### src/rtl/tensor_pe_array_pkg.sv
// tensor_pkg: shared widths and the tile bundle for the 2x2 PE array.
// Holds operand width, default accumulator width and tile_t.
package tensor_pkg;

  localparam int OP_W      = 8;
  localparam int ACC_W_DEF = 32;

  typedef logic signed [OP_W-1:0]      op_t;
  typedef logic signed [ACC_W_DEF-1:0] acc_t;

  typedef struct packed {
    acc_t c11;
    acc_t c12;
    acc_t c21;
    acc_t c22;
  } tile_t;

endpackage

### src/rtl/tensor_pe_array_if.sv
// Tile output stream: valid/ready handshake plus the four head results.
// master drives valid and c*, slave drives ready.
interface tensor_pe_array_if #(
  parameter int ACC_W = 32
);

  logic             out_valid;
  logic             out_ready;
  logic [ACC_W-1:0] out_c11;
  logic [ACC_W-1:0] out_c12;
  logic [ACC_W-1:0] out_c21;
  logic [ACC_W-1:0] out_c22;

  modport master (
    output out_valid,
    output out_c11,
    output out_c12,
    output out_c21,
    output out_c22,
    input  out_ready
  );

  modport slave (
    input  out_valid,
    input  out_c11,
    input  out_c12,
    input  out_c21,
    input  out_c22,
    output out_ready
  );

endinterface

### src/rtl/tensor_pe_array_pe.sv
// tensor_pe: one MAC cell (8x8 signed multiply, accumulate, push capture).
// Ports: clk, reset_n, a, b, run, push, clear -> cap (comb), stage (reg).
// TENSOR_SATURATE_EN: saturating accumulate/capture, else wrap.
module tensor_pe
  import tensor_pkg::*;
#(
  parameter int ACC_W = ACC_W_DEF
) (
  input  logic             clk,
  input  logic             reset_n,
  input  op_t              a,
  input  op_t              b,
  input  logic             run,
  input  logic             push,
  input  logic             clear,
  output logic [ACC_W-1:0] cap,
  output logic [ACC_W-1:0] stage
);

  localparam int PW = 2 * OP_W;

  logic signed [PW-1:0]    prod;
  logic signed [ACC_W-1:0] prod_x;
  logic signed [ACC_W-1:0] acc;
  logic signed [ACC_W-1:0] sum;

  assign prod   = a * b;
  assign prod_x = {{(ACC_W-PW){prod[PW-1]}}, prod};

`ifdef TENSOR_SATURATE_EN
  logic signed [ACC_W:0] wide;

  assign wide = {acc[ACC_W-1], acc}
              + {prod_x[ACC_W-1], prod_x};

  // Top two bits disagree only when the sum left the signed range.
  always_comb begin
    sum = wide[ACC_W-1:0];
    if (wide[ACC_W] != wide[ACC_W-1]) begin
      sum = wide[ACC_W]
          ? {1'b1, {(ACC_W-1){1'b0}}}
          : {1'b0, {(ACC_W-1){1'b1}}};
    end
  end
`else
  assign sum = acc + prod_x;
`endif

  assign cap = run ? sum : acc;

  always_ff @(posedge clk) begin
    if (!reset_n) begin
      acc   <= '0;
      stage <= '0;
    end else if (clear) begin
      acc   <= '0;
      stage <= '0;
    end else if (push) begin
      stage <= cap;
      acc   <= '0;
    end else if (run) begin
      acc <= sum;
    end
  end

endmodule

### src/rtl/tensor_pe_array.sv
// tensor_pe_array: 2x2 output-stationary systolic array with tile FIFO.
// Ports: clk, reset_n, a1X/a2X/bX1/bX2, run, push11/pushedge/push22,
// clear, tile_out (out_valid/out_ready/out_c*), overflow, tile_count.
// Optional TENSOR_SATURATE_EN selects saturating arithmetic in the PEs.
module tensor_pe_array
  import tensor_pkg::*;
#(
  parameter int ACC_W      = ACC_W_DEF,
  parameter int FIFO_DEPTH = 2
) (
  input  logic               clk,
  input  logic               reset_n,
  input  op_t                a1X,
  input  op_t                a2X,
  input  op_t                bX1,
  input  op_t                bX2,
  input  logic               run,
  input  logic               push11,
  input  logic               pushedge,
  input  logic               push22,
  input  logic               clear,
  tensor_pe_array_if.master  tile_out,
  output logic               overflow,
  output logic [31:0]        tile_count
);

  localparam int TW = 4 * ACC_W;
  localparam int PW = (FIFO_DEPTH > 1) ? $clog2(FIFO_DEPTH) : 1;
  localparam int CW = $clog2(FIFO_DEPTH + 1);

  op_t              a1_d;
  op_t              a2_d;
  op_t              b1_d;
  op_t              b2_d;
  op_t              pa [4];
  op_t              pb [4];
  logic [3:0]       push_v;
  logic [ACC_W-1:0] cap_v [4];
  logic [ACC_W-1:0] stg_v [4];

  logic [TW-1:0]    mem [FIFO_DEPTH];
  logic [TW-1:0]    last;
  logic [TW-1:0]    head;
  logic [TW-1:0]    wr_data;
  logic [PW-1:0]    wr_ptr;
  logic [PW-1:0]    rd_ptr;
  logic [CW-1:0]    count;
  logic             full;
  logic             pop;
  logic             wr;
  logic             drop;

  function automatic logic [PW-1:0] nxt(input logic [PW-1:0] p);
    return (p == PW'(FIFO_DEPTH - 1)) ? '0 : p + 1'b1;
  endfunction

  // Skew forwarding runs every cycle, independent of run/clear.
  always_ff @(posedge clk) begin
    if (!reset_n) begin
      a1_d <= '0;
      a2_d <= '0;
      b1_d <= '0;
      b2_d <= '0;
    end else begin
      a1_d <= a1X;
      a2_d <= a2X;
      b1_d <= bX1;
      b2_d <= bX2;
    end
  end

  assign pa[0] = a1X;
  assign pb[0] = bX1;
  assign pa[1] = a1_d;
  assign pb[1] = bX2;
  assign pa[2] = a2X;
  assign pb[2] = b1_d;
  assign pa[3] = a2_d;
  assign pb[3] = b2_d;

  assign push_v = {push22, pushedge, pushedge, push11};

  for (genvar k = 0; k < 4; k++) begin : g_pe
    tensor_pe #(
      .ACC_W (ACC_W)
    ) u_pe (
      .clk     (clk),
      .reset_n (reset_n),
      .a       (pa[k]),
      .b       (pb[k]),
      .run     (run),
      .push    (push_v[k]),
      .clear   (clear),
      .cap     (cap_v[k]),
      .stage   (stg_v[k])
    );
  end

  // C11..C21 come from staging (old values if re-pushed this cycle);
  // C22 is the value being captured right now.
  assign wr_data = {stg_v[0], stg_v[1], stg_v[2], cap_v[3]};

  assign full = (count == CW'(FIFO_DEPTH));
  assign pop  = tile_out.out_valid && tile_out.out_ready;
  assign wr   = push22 && !clear && (!full || pop);
  assign drop = push22 && !clear && full && !pop;

  always_ff @(posedge clk) begin
    if (reset_n && wr) begin
      mem[wr_ptr] <= wr_data;
    end
  end

  always_ff @(posedge clk) begin
    if (!reset_n) begin
      wr_ptr     <= '0;
      rd_ptr     <= '0;
      count      <= '0;
      overflow   <= 1'b0;
      tile_count <= '0;
      last       <= '0;
    end else begin
      if (pop) begin
        rd_ptr     <= nxt(rd_ptr);
        tile_count <= tile_count + 32'd1;
        last       <= mem[rd_ptr];
      end
      if (clear) begin
        wr_ptr   <= '0;
        rd_ptr   <= '0;
        count    <= '0;
        overflow <= 1'b0;
      end else begin
        if (wr) begin
          wr_ptr <= nxt(wr_ptr);
        end
        unique case ({wr, pop})
          2'b10:   count <= count + 1'b1;
          2'b01:   count <= count - 1'b1;
          default: count <= count;
        endcase
        if (drop) begin
          overflow <= 1'b1;
        end
      end
    end
  end

  // Empty FIFO shows the most recently popped tile.
  assign head = tile_out.out_valid ? mem[rd_ptr] : last;

  assign tile_out.out_valid = (count != '0);
  assign tile_out.out_c11   = head[4*ACC_W-1 -: ACC_W];
  assign tile_out.out_c12   = head[3*ACC_W-1 -: ACC_W];
  assign tile_out.out_c21   = head[2*ACC_W-1 -: ACC_W];
  assign tile_out.out_c22   = head[ACC_W-1 -: ACC_W];

endmodule

### src/flat_wrapper.sv
// flat-port wrapper written by rule: the top's interface ports become plain ports
module tensor_pe_array_flat import tensor_pkg::*;
#(
  parameter int ACC_W      = ACC_W_DEF,
  parameter int FIFO_DEPTH = 2
)
  (clk, reset_n, a1X, a2X, bX1, bX2, run, push11, pushedge, push22, clear, overflow, tile_count, tile_out_out_valid, tile_out_out_c11, tile_out_out_c12, tile_out_out_c21, tile_out_out_c22, tile_out_out_ready);
  tensor_pe_array_if #(.ACC_W(ACC_W)) tile_out_i ();
  input  logic clk;
  input  logic reset_n;
  input  op_t a1X;
  input  op_t a2X;
  input  op_t bX1;
  input  op_t bX2;
  input  logic run;
  input  logic push11;
  input  logic pushedge;
  input  logic push22;
  input  logic clear;
  output logic overflow;
  output logic [31:0] tile_count;
  output wire logic [$bits(tile_out_i.out_valid)-1:0] tile_out_out_valid;
  output wire logic [$bits(tile_out_i.out_c11)-1:0] tile_out_out_c11;
  output wire logic [$bits(tile_out_i.out_c12)-1:0] tile_out_out_c12;
  output wire logic [$bits(tile_out_i.out_c21)-1:0] tile_out_out_c21;
  output wire logic [$bits(tile_out_i.out_c22)-1:0] tile_out_out_c22;
  input wire logic [$bits(tile_out_i.out_ready)-1:0] tile_out_out_ready;
  assign tile_out_out_valid = tile_out_i.out_valid;
  assign tile_out_out_c11 = tile_out_i.out_c11;
  assign tile_out_out_c12 = tile_out_i.out_c12;
  assign tile_out_out_c21 = tile_out_i.out_c21;
  assign tile_out_out_c22 = tile_out_i.out_c22;
  assign tile_out_i.out_ready = tile_out_out_ready;
  tensor_pe_array #(.ACC_W(ACC_W), .FIFO_DEPTH(FIFO_DEPTH)) u_core (.clk(clk), .reset_n(reset_n), .a1X(a1X), .a2X(a2X), .bX1(bX1), .bX2(bX2), .run(run), .push11(push11), .pushedge(pushedge), .push22(push22), .clear(clear), .tile_out(tile_out_i), .overflow(overflow), .tile_count(tile_count));
endmodule
### config.mk
export PLATFORM = sky130hd
export DESIGN_NAME = tensor_pe_array_flat
export DESIGN_NICKNAME = d
export VERILOG_FILES = /design/src/rtl/tensor_pe_array_pkg.sv /design/src/rtl/tensor_pe_array_if.sv /design/src/rtl/tensor_pe_array_pe.sv /design/src/rtl/tensor_pe_array.sv /design/src/flat_wrapper.sv
export SDC_FILE = /design/constraint.sdc
export NUM_CORES = 2
export LEC_CHECK = 0
export ABC_AREA = 0
export CORE_MARGIN = 10
export CORE_UTILIZATION = 40
export DETAILED_ROUTE_END_ITERATION = 12
export PLACE_DENSITY = 0.57
export RECOVER_POWER = 50
export SYNTH_ARGS = -nofsm -noshare
export SYNTH_HDL_FRONTEND = slang
export SYNTH_SLANG_ARGS = --single-unit
### constraint.sdc
create_clock -name clk -period 22.6 [get_ports clk]
set_input_delay 4.52 -clock clk [delete_from_list [all_inputs] [get_ports clk]]
set_output_delay 4.52 -clock clk [all_outputs]
set_load 0.01 [all_outputs]
=== After elaboration in Yosys (flattened, before gate mapping) ===
Memory sizes are Yosys's and may differ from the RTL's. A register that Yosys moved wholly into a read port is not among the register bits.
Index checks and enable logic that the tools add are counted.

* Register bits after elaboration: 421
* Bits in writable memories: 256
* Bits of input ports: 40
* Output and inout bits: 162
* Memories kept: 1

* $add $sub $neg: 9
* Multiply operators: 4
* Equality and inequality tests: 3
* Mux-type cells: 12
* Bitwise logic cells: 1
* Reduce and logical (&&, ||, !) cells: 16

{| class="wikitable"
|+ Memories
! memory !! depth !! bits a word !! rd ports !! clocked after Yosys merged registers in !! write ports !! RTL line !! RTL
|-
| u_core.mem || 2 || 128 || 1 || 1 || 1 || tensor_pe_array.sv:41 || <nowiki>logic [TW-1:0] mem [FIFO_DEPTH];</nowiki>
|}

{| class="wikitable"
|+ Operator list
! kind !! count
|-
| $add 32x16->32 || 4
|-
| $mux 128 || 1
|-
| $mux 32 || 4
|-
| $mul 8x8->16 || 4
|-
| $add 32x1->32 const B || 1
|-
| $reduce_or 3->1 || 3
|-
| $logic_and 1x1->1 || 6
|-
| $mux 1 || 6
|-
| $eq 2x2->1 const B || 2
|-
| $pmux 2 s2 || 1
|-
| $reduce_bool 2->1 || 2
|-
| $logic_not 1->1 || 3
|-
| $add 1x1->1 const B || 2
|-
| $add 2x1->2 const B || 1
|-
| $eq 2x1->1 const B || 1
|-
| $reduce_or 2->1 || 1
|-
| $sub 2x1->2 const B || 1
|-
| $logic_or 1x1->1 || 1
|-
| $not 1->1 || 1
|}

=== Longest topological paths before layout ===
* Depth in word-level cells: 7
* Mapped depth: 22

=== Cells and area by module ===
From an unflattened synthesis, not the netlist that was laid out.

* Cell total of the unflattened synthesis: 4709
* Area, all modules: 48745.5 sq um

{| class="wikitable"
|+ Modules (own cells, without submodules)
! module !! instances !! cells an instance !! area each (sq um) !! sequential area each (sq um)
|-
| tensor_pe_array || 1 || 1395 || 17146.4 || 11651.2
|-
| tensor_pe (u_core.g_pe[2].u_pe) || 1 || 846 || 7976.4 || 1281.2
|-
| tensor_pe (u_core.g_pe[0].u_pe) || 1 || 839 || 7946.4 || 1281.2
|-
| tensor_pe (u_core.g_pe[1].u_pe) || 1 || 826 || 7901.3 || 1281.2
|-
| tensor_pe (u_core.g_pe[3].u_pe) || 1 || 803 || 7775.0 || 1281.2
|}

=== Least setup slack after synthesis ===
OpenSTA, ideal clock, no wires.

* Kind: input-to-reg
* Start: input reset_n
* End: memory u_core.mem[0][0] (netlist bit) (enable)
* Data arrival time: 10.639 ns
* Required time: 21.984 ns
* Path slack: 11.345 ns
* Cell stages on the path: 5
* Buffers on the path: 3
* Cells stage by stage: clkbuf_1 clkbuf_1 clkbuf_1 nand2_1 nor2_1

* Longest elaborated chain between the ends: 3

{| class="wikitable"
|+ Ends and longest elaborated chain
! element !! RTL line !! RTL
|-
| start: declaration || flat_wrapper.sv:10 || <nowiki>input logic reset_n;</nowiki>
|-
| $logic_and 1x1->1 || tensor_pe_array.sv:109 || <nowiki>if (reset_n && wr) begin</nowiki>
|-
| $mux 1 || tensor_pe_array.sv:109 ||
|-
| $mux 1 (not written as such) || tensor_pe_array.sv:110 || <nowiki>mem[wr_ptr] <= wr_data;</nowiki>
|-
| end: declaration || tensor_pe_array.sv:41 ||
|}

No other way between the ends.

=== Worst setup path after layout ===
* Start: input a2X[7]
* End: register u_core.g_pe[2].u_pe.stage[24]

* Longest elaborated chain between the ends: 3

{| class="wikitable"
|+ Ends and longest elaborated chain
! element !! RTL line !! RTL
|-
| start: declaration || flat_wrapper.sv:12 || <nowiki>input op_t a2X;</nowiki>
|-
| $mul 8x8->16 || tensor_pe_array_pe.sv:27 || <nowiki>assign prod = a * b;</nowiki>
|-
| $add 32x16->32 || tensor_pe_array_pe.sv:46 || <nowiki>assign sum = acc + prod_x;</nowiki>
|-
| $mux 32 || - ||
|-
| end signal: assignment || tensor_pe_array_pe.sv:59 || <nowiki>stage <= cap;</nowiki>
|-
| end: declaration || tensor_pe_array_pe.sv:17 || <nowiki>output logic [ACC_W-1:0] stage</nowiki>
|}

No other way between the ends.
A chain may end at the register's enable or synchronous reset.

==> out/results.tsv <==
metric	value	unit
outcome	finished, violations left	
failing checks	capacitance limit, slew limit	
Area Growth Syn to Fin	12.9	%
Post-Syn Nets	5143	
Via density	5.08	
asr flop ratio synth	0	
Synth area leader	fa_1	
Global Route Usage Sum	0.174	
drt pass-1 iters	6	
clk root buf	clkbuf_16	
hold_buf cts	0	
DP HPWL	83.3	mm
mapped cell area	46300	µm²
RSZ-0062 raised after global routing	no	
Min Hold Slack	421	ps
final hold violation count	0	
CP bufs+invs	3	
antenna violations before repair	10	
TritonCTS Buffers	78	
die width	360	µm
flops & latches, synth	678	
top_reg_cell synth	dfxtp_1	
CTS tree	done	
Initial Util	0.404	
share of the synthesized area in the top cell type	0.235	
H-tree levels	3	
clk buf depth	3	
Power Density	107	nW/µm²
max_cap viols	16	
gpl congestion	0.851	
Ports	202	
CP required	23030	ps
area post-placement	49900	µm²
fin crit share	0.471	
yosys warns	0	
slowest CP cell	and2_2	
Clock transition at path regs	60	ps
CP Data Arrival Time	11070	ps
vias in the first global route	31500	
Static Leakage	23.6	nW
EDFF count, synth	256	
slowest stage delay, CP	800	ps
post-synthesis sequential area ratio	0.348	
slew at the pin closest to its max-slew limit	3740	ps
Min-Delay Path Class	reg -> reg	
Avg Cell Area, Syn	10.8	µm²
Setup Crit Path Kind	in -> reg	
Starting DRT DRC Count	1697	
largest net degree at the start of global routing	103	
post-layout util	0.456	
synth top area cells	fa_1, dfxtp_1, edfxtp_1	
Routed WL	112	mm
worst vdd ir	102	µV
Crit Path Max Fanout	25	
die height	360	µm
worst path cell trace	clkdlybuf4s50_1, and2_2, inv_1, fa_1, inv_1, fa_1, fa_1, fa_1, fa_1, ha_1, o21a_1, o31a_1, o311ai_1, a31oi_1, a2111oi_0, nor2_1, xor2_1, mux2i_1, a211oi_1	
input/output buffers	201	
Worst setup SP type	input port	
Final Instance Area	52300	µm²
CP dominant cell by count	fa_1	
Syn Inst Count	4277	
Clock Sinks	678	
total gr overflow	0	
kind of cell adding the most delay to the critical path	adder cells	
first-pass GRT wire length	182	mm
CTS resizes	0	
Final min period	10650	ps
Clk Latency, worst-skew pair	680	ps
crit path capture type	flip-flop	
fin nets	5279	
final setup fails	0	
DR WL/cell	18.7	µm
clock skew	72.0	ps
Antenna Nets Post-Route	0	
max-slew violation count	831	
Residual DRC	0	
DIE AREA	130000	µm²
post-CTS setup buffers	0	
Slew HR	-1.51	
Fin Setup TNS	0	ps
# rows	124	
library cells used by synthesis	77	
most common cell in the netlist	fa_1	
synth cell count leaders	fa_1, dfxtp_1, inv_1	
Max Clk Rate	93.9	MHz
share of cells above drive strength 1	0.0375	
via count	30400	
Core ar.	115000	µm²
[path summary, 6_finish.rpt]
path	start	endpoint	slack (ps)	cells past startpoint
worst max-delay path	a2X[7]	u_core.g_pe[2].u_pe.stage[24]	11950	19
worst min-delay path	u_core.g_pe[1].u_pe.stage[23]	u_core.mem[1][87]	420	0
worst max register to register	u_core.a2_d[7]	u_core.mem[1][23]	14370	18
worst min register to register	u_core.g_pe[1].u_pe.stage[23]	u_core.mem[1][87]	420	0
[power by group]
part	switching, mW	leakage [nW]	internal, mW
Sequential	0.0705	5.79	1.36
Combinational	1.67	16.6	1.25
Clock	0.536	1.22	0.712
[area by class of cell]
class / instances / area (µm²)
Antenna cell: 2 / 5.00
Clock buffer: 105 / 2100
Clock inverter: 38 / 457
Fill cell: 10600 / 62300
Inverter: 401 / 1510
Multi-Input combinational cell: 3023 / 28000
Sequential cell: 678 / 16100
Tap cell: 1512 / 1890
Timing Repair Buffer: 231 / 2180
[per-stage QoR]
stage | instances | total power, mW | setup slack [ps]
2_1_floorplan | 4277 | 3.67 | 11350
3_3_place_gp | 5845 | 4.37 | 11480
3_5_place_dp | 5845 | 4.38 | 11350
4_1_cts | 5988 | 5.67 | 12070
5_1_grt | 5990 | 6.12 | 11510
6_report | 5990 | 5.60 | 11950
[layer usage]
layer	share of wire	up-vias	global-route usage
met4	0.022	14	0.0456
met2	0.45	498	0.272
met3	0.047	142	0.0320
met5	0.00072	-	0
li1	-	14700	-
met1	0.48	15100	0.245
[registers in the layout, indices dropped and copies added (netlist names), named ones only]
name                    count
u_core.mem                256
u_core.g_pe.u_pe.acc      128
u_core.last               128
u_core.g_pe.u_pe.stage     96
u_core.tile_count          32
u_core.a1_d                 8
u_core.a2_d                 8
u_core.b1_d                 8
u_core.b2_d                 8
u_core.count                2
u_core.overflow             1
u_core.rd_ptr               1
u_core.wr_ptr               1
[cell families after synthesis]
| kind of cell | Yosys count | synth area share |
|---|---|---|
| buf+inv | 576 | 0.0467 |
| simple gates | 1078 | 0.108 |
| fa+ha+maj | 826 | 0.311 |
| compound gates | 765 | 0.113 |
| xor+xnor | 139 | 0.0263 |
| mux | 215 | 0.0470 |
| flops | 678 | 0.348 |
[cells in the final DEF, fill, tap and decap left out, types with 23 or more instances in the layout]
cell / instances
nand3_1: 35
dlygate4sd3_1: 34
o21ai_0: 93
o21a_1: 23
ha_1: 282
fa_1: 544
inv_1: 397
a211oi_1: 63
and2_0: 33
xor2_1: 36
a31oi_1: 25
o211a_1: 128
nor2_1: 353
a21o_1: 48
clkbuf_16: 78
dfxtp_1: 421
mux2i_1: 196
clkbuf_1: 35
xnor2_1: 103
clkdlybuf4s50_1: 163
a21oi_1: 286
nor2b_1: 28
edfxtp_1: 256
and2_1: 188
nand2_1: 332
[worst reg2reg max path: cells and delay by family, from the launching register on]
kind / cells / cell delay, ps
AND/OR/NAND/NOR: 4 / 2250
multiplexers: 1 / 280
buffers and inverters: 2 / 240
flip-flops: 1 / 510
adder cells (fa/ha/maj): 6 / 2810
AO/OA/AOI/OAI: 5 / 1850
Note: power is estimated with default switching activity, not from simulation.
